### src/rtl/tick_gen_multi.sv
`default_nettype none
// ============================================================================
// Module   : tick_gen_multi
// Purpose  : NUM_CH independent one-cycle tick strobes and 50%-duty square
//            waves, each with enable, shadowed runtime divisor and sync restart.
// Revision : 1.0 - initial release
// ============================================================================
module tick_gen_multi #(
  parameter int                        NUM_CH   = 4,
  parameter int                        CNT_W    = 26,
  parameter logic [NUM_CH*CNT_W-1:0]   DIV_INIT = {26'd50000000, 26'd200000,
                                                   26'd100000,   26'd5000000},
  parameter int                        CH_W     = (NUM_CH > 1) ? $clog2(NUM_CH) : 1
) (
  input  logic              clk,
  input  logic              rst,
  input  logic [NUM_CH-1:0] en,
  input  logic              sync,
  input  logic              cfg_we,
  input  logic [CH_W-1:0]   cfg_ch,
  input  logic [CNT_W-1:0]  cfg_div,
  output logic [NUM_CH-1:0] tick,
  output logic [NUM_CH-1:0] sq
);

  // One extra bit so NUM_CH itself is representable when cfg_ch is full width.
  localparam logic [CH_W:0] c_NUM_CH = (CH_W+1)'(NUM_CH);

  logic w_cfg_ok;
  assign w_cfg_ok = cfg_we && ({1'b0, cfg_ch} < c_NUM_CH);

  generate
    for (genvar i = 0; i < NUM_CH; i++) begin : g_ch
      localparam logic [CNT_W-1:0] c_INIT = DIV_INIT[i*CNT_W +: CNT_W];
      localparam logic [CH_W-1:0]  c_IDX  = CH_W'(i);

      logic [CNT_W-1:0] r_cnt;
      logic [CNT_W-1:0] r_div_act;
      logic [CNT_W-1:0] r_div_sh;
      logic             r_tick;
      logic             r_sq;
      logic             w_wr;
      logic             w_wrap;

      assign w_wr   = w_cfg_ok && (cfg_ch == c_IDX);
      assign w_wrap = (r_cnt == r_div_act);

      always_ff @(posedge clk or negedge rst) begin
        if (!rst) begin
          r_div_sh <= c_INIT;
        end else if (w_wr) begin
          r_div_sh <= cfg_div;
        end
      end

      // Loads of r_div_act see the pre-write shadow, so a write on a wrap
      // cycle only takes effect from the following wrap.
      always_ff @(posedge clk or negedge rst) begin
        if (!rst) begin
          r_cnt     <= '0;
          r_tick    <= 1'b0;
          r_sq      <= 1'b0;
          r_div_act <= c_INIT;
        end else if (sync) begin
          r_cnt     <= '0;
          r_tick    <= 1'b0;
          r_sq      <= 1'b0;
          r_div_act <= r_div_sh;
        end else if (en[i]) begin
          if (w_wrap) begin
            r_cnt     <= '0;
            r_tick    <= 1'b1;
            r_sq      <= ~r_sq;
            r_div_act <= r_div_sh;
          end else begin
            r_cnt  <= r_cnt + CNT_W'(1);
            r_tick <= 1'b0;
          end
        end else begin
          r_tick    <= 1'b0;
          r_div_act <= r_div_sh;
        end
      end

      assign tick[i] = r_tick;
      assign sq[i]   = r_sq;
    end
  endgenerate

endmodule
`default_nettype wire
### config.mk
export PLATFORM = sky130hd
export DESIGN_NAME = tick_gen_multi
export DESIGN_NICKNAME = d
export VERILOG_FILES = /design/src/rtl/tick_gen_multi.sv
export SDC_FILE = /design/constraint.sdc
export NUM_CORES = 1
export LEC_CHECK = 0
export ABC_AREA = 0
export BUFFER_PORTS_ARGS = -buffer_cell sky130_fd_sc_hd__buf_4
export CAP_MARGIN = 40
export CORE_MARGIN = 3
export CORE_UTILIZATION = 55
export CTS_BUF_LIST = sky130_fd_sc_hd__clkbuf_2 sky130_fd_sc_hd__clkbuf_4 sky130_fd_sc_hd__clkbuf_8
export CTS_CLUSTER_DIAMETER = 100
export DETAILED_ROUTE_END_ITERATION = 7
export PLACE_DENSITY = 0.75
export RECOVER_POWER = 50
export SLEW_MARGIN = 20
export SYNTH_ARGS = -nofsm -noshare
export SYNTH_HDL_FRONTEND = slang
export SYNTH_SLANG_ARGS = --single-unit
### constraint.sdc
create_clock -name clk -period 2.2 [get_ports clk]
set_input_delay 0 -clock clk [delete_from_list [all_inputs] [get_ports clk]]
set_output_delay 0 -clock clk [all_outputs]
set_load 0.02 [all_outputs]
==> qor.log <==
INFO  status         run_status=complete, but fails checks
INFO  status         violations=setup timing
INFO  floorplan      floorplan.initialDensity=55.99%
INFO  placement      place_area=16460um2
INFO  floorplan      die_w=171.9um
INFO  yosys          yosys.cell_types.count=52
INFO  setup_path     critical_path_most_common_cell=sky130_fd_sc_hd__a21o_1
INFO  global_route   congestion_overflow_gr=0
INFO  cells_and_area final_common_cell=sky130_fd_sc_hd__nand2_1
INFO  setup_path     timing.rr.end=g_ch[1].r_cnt[13]
INFO  cells_and_area layout-drive-gt1-share=26.74%
INFO  power_and_ir_drop power_frac_seq=48.5%
INFO  route          wirelength=37650um
INFO  yosys          yosys_register_bits=320
INFO  timing         finalMaxSlewViolations=0
INFO  timing         timing.setup.tns=-0.004931ns
INFO  setup_path     worst_setup_path_category=flop to flop
INFO  timing         slew-limit-headroom=24.40%
INFO  route          wl_per_cell=18.23um
INFO  setup_path     worstReg2RegStart=g_ch[1].r_cnt[10]
INFO  floorplan      design.portCount=44
INFO  cells_and_area fillers=2034
INFO  clock_tree     cts_max_path_buffers=3
INFO  placement      dp_slack=-0.02417ns
INFO  timing         grt_setup_unrepaired=true
INFO  power_and_ir_drop leakage_dissipation=8.244nW
INFO  timing         worst_hold_slack_across_all_endpoints=0.09168ns
INFO  timing         timing.final.crit_share=100.2%
INFO  setup_path     worst-r2r-setup-slack=-0.005ns
INFO  power_and_ir_drop switching_share=26.17%
INFO  placement      routabilityCongestion=0.8747
INFO  yosys          synth_edf_count=0
INFO  clock_tree     cts_max_level=2
INFO  global_route   grt_start_max_net_pins=86
INFO  floorplan      floorplan.rows=60
INFO  clock_tree     cts_inserted_buffers=53
INFO  cells_and_area top_library_cells_by_usage_in_the_layout_fill_and_taps_aside=sky130_fd_sc_hd__nand2_1, sky130_fd_sc_hd__dfrtp_1, sky130_fd_sc_hd__buf_4, sky130_fd_sc_hd__mux2_2, sky130_fd_sc_hd__nand3_1
INFO  setup_path     critical_path.endpoint_type=flop
INFO  timing         report.final.setup_viol=1
INFO  floorplan      die_y=171.9um
INFO  timing         setup_ws=-0.004931ns
INFO  worst_hold_path worst_hold_path.endpoint=g_ch[0].r_div_sh[3]
INFO  route          drtAntennaViolNets=0
INFO  timing         fmax=453.5MHz
INFO  placement      detailed_place_hpwl=25190um
INFO  worst_hold_path worstHoldPathType=input port to flop
INFO  clock_tree     ctsRootBufferMaster=sky130_fd_sc_hd__clkbuf_8
INFO  yosys          synth_ff_type=sky130_fd_sc_hd__dfrtp_1
INFO  clock_tree     cts_sinks=320
INFO  setup_path     critPathArrivalTime=2.66ns
INFO  yosys          post_synth_main_area_contributors=sky130_fd_sc_hd__dfrtp_1, sky130_fd_sc_hd__dfstp_2, sky130_fd_sc_hd__nand2_1, sky130_fd_sc_hd__mux2_2, sky130_fd_sc_hd__xnor2_1
INFO  setup_path     worst_path_largest_cell_delay=0.56ns
INFO  timing         hold_viol_final=0
INFO  global_route   first_global_vias=11690
INFO  power_and_ir_drop pwr_density_cell=831.8nW/um2
INFO  cells_and_area area_delta_synth_final=20.14%
INFO  timing         worst_slew_pin_slew=1.134ns
INFO  worst_hold_path worstHoldPathCells=4
INFO  cells_and_area instances_no_fill=2065
INFO  cells_and_area area.sequential=8092um2
INFO  setup_path     timing.reg2reg.worst_path_depth=7
INFO  timing         min_period=2.205ns
INFO  setup_path     startpoint_type=flop
INFO  power_and_ir_drop power.ir.vdd_worst=0.5990mV
INFO  yosys          synth_sequential_area_ratio=53.45%
INFO  power_and_ir_drop share_comb_of_total_power=12.7%
INFO  placement      placedCellCount=1929
INFO  route          viasPerCell=5.711
INFO  setup_path     cp.required=2.66ns
INFO  power_and_ir_drop p_sw=3.957mW
INFO  global_route   antenna_found_initial=0
INFO  cells_and_area post_route_cell_area=18180um2
INFO  yosys          async_flop_share=100.0%
INFO  route          detail_route.drc_violations=0
INFO  global_route   tot_gr_track_use=25.85%
INFO  cells_and_area multiInputGateArea=6741um2
INFO  yosys          netlist_area=15130um2
INFO  setup_path     cp_max_fanout=22
INFO  route          drt_iter0_markers=876
INFO  power_and_ir_drop clk_network_pwr_share=38.8%
INFO  yosys          post_synth_inst_count=1524
INFO  yosys          yosys.area.top_type=sky130_fd_sc_hd__dfrtp_1
INFO  cells_and_area finalNetCount=1720
INFO  yosys          warnings_synthesis=0
INFO  timing         final.setup_skew=0.01870ns
INFO  floorplan      core_region_area=27030um2
INFO  route          detail_route.first_pass.iterations=7
INFO  clock_tree     tritoncts=yes
INFO  floorplan      floorplan.die_area=29540um2
INFO  placement      numPortBuffers=43
INFO  clock_tree     worst_skew_pair.late_latency=0.58ns
INFO  clock_tree     clk_pin_slew=0.07ns
INFO  power_and_ir_drop internal_power=11.16mW
INFO  setup_path     slowest_stage=sky130_fd_sc_hd__or4_4
INFO  worst_hold_path hold_path.startpoint=cfg_ch[0]
INFO  route          routed-via-count=11790
INFO  global_route   wire_length_of_the_first_global_routing_pass=60800um
INFO  yosys          synth_nets=1564
INFO  yosys          yosys.area.top_type_share=42.34%
INFO  setup_path     crit_path_cell_trace=xnor2_2 -> nand4_1 -> or4_4 -> o21a_4 -> buf_12 -> a21o_1 -> a21o_1
INFO  flow_run       cap_violations=0
INFO  cells_and_area antenna-diode-count=0
INFO  yosys          syn-mean-instance-area=9.928um2
power groups by stage:
| stage | logic (mW) | clock network (mW) | registers (mW) |
|---|---|---|---|
| floorplan | 1.23 | 0 | 7.24 |
| global placement | 1.76 | 0 | 7.38 |
| detailed placement | 1.83 | 0 | 7.41 |
| CTS | 1.89 | 5.97 | 7.33 |
| global route | 2.14 | 6.23 | 7.43 |
| finish | 1.92 | 5.86 | 7.34 |
layer usage:
layer	track usage [%]	vias to the layer above	share of wire (%)
met4	9.406	0	3.3
met3	3.978	88	4.8
met1	36.12	5808	44
met2	41.52	328	47
li1	-	5570	-
met5	0	-	0
repair_timing:
action                     in CTS  in global routing
pin swaps                       0                 10
cloned                          0                  1
setup endpoints to repair       6                116
hold endpoints to repair      417                  0
hold buffers                   33                  0
setup buffers                   0                  3
gates resized for setup         3                 31
flip-flops by register name, summed over array words and instances, names as in the netlist:
| name | count |
|---|---|
| g_ch.r_cnt | 104 |
| g_ch.r_div_sh | 104 |
| g_ch.r_div_act | 104 |
| g_ch.r_tick | 4 |
| g_ch.r_sq | 4 |
worst max-delay path by stage:
stage,startpoint,endpoint,slack [ns]
after CTS,g_ch[1].r_div_act[9],g_ch[1].r_cnt[13],-0.02
final,g_ch[1].r_cnt[10],g_ch[1].r_cnt[13],-0.005
after floorplan,g_ch[1].r_div_act[9],g_ch[1].r_cnt[25],0.06
after detailed placement,g_ch[1].r_cnt[14],g_ch[1].r_cnt[23],-0.02
after global placement,g_ch[1].r_cnt[14],g_ch[1].r_cnt[13],-0.02
after global routing,g_ch[1].r_cnt[10],g_ch[1].r_cnt[13],-0.08
critical path, delay by kind of cell, from the launching register on:
kind	cells	cell delay (ns)
XOR/XNOR	1	0.20
flip-flops	1	0.46
AND/OR/NAND/NOR	2	0.68
buffers and inverters	1	0.16
AO/OA/AOI/OAI	3	0.58
cells in the mapped netlist (all sizes together), types with 5 or more instances:
| master | count |
|---|---|
| nand3 | 92 |
| xnor2 | 74 |
| nor3 | 14 |
| o311ai | 20 |
| a21oi | 41 |
| a22o | 5 |
| dfstp | 64 |
| xor2 | 33 |
| a21o | 15 |
| or3 | 31 |
| nand4 | 44 |
| and2 | 7 |
| nor2 | 34 |
| a31oi | 12 |
| o21ai | 43 |
| a221o | 5 |
| nand2 | 415 |
| nor4 | 15 |
| o21a | 6 |
| and3 | 22 |
| mux2 | 104 |
| buf | 29 |
| and4 | 12 |
| clkbuf | 57 |
| inv | 26 |
| a41oi | 5 |
| nor3b | 7 |
| mux2i | 6 |
| dfrtp | 256 |
kinds of logic after synthesis:
kind of cell / count (synthesis) / synth area share (%)
xor gates and xnor gates: 107 / 6.343
muxes: 110 / 8.137
AOI/OAI and AO/OA: 163 / 7.004
buffers and inverters: 113 / 3.382
and+or+nand+nor: 707 / 21.35
adders and majority gates: 4 / 0.3308
DFF: 320 / 53.45
cell type report:
type | instances | share of cell area, %
clock buffer | 80 | 5.335
clock inverter | 19 | 1.260
inverter | 27 | 0.5575
multi-input combinational | 1091 | 37.09
sequential | 320 | 44.51
tap | 341 | 2.347
timing repair buffer | 187 | 8.900
per-stage QoR:
step / utilization, % / power, mW
2_1_floorplan: - / 8.468
3_3_place_gp: 60.81 / 9.138
3_5_place_dp: 60.91 / 9.236
4_1_cts: 66.69 / 15.19
5_1_grt: 67.26 / 15.79
6_report: 67.26 / 15.12
No activity file was read; power rests on OpenSTA's default activity.
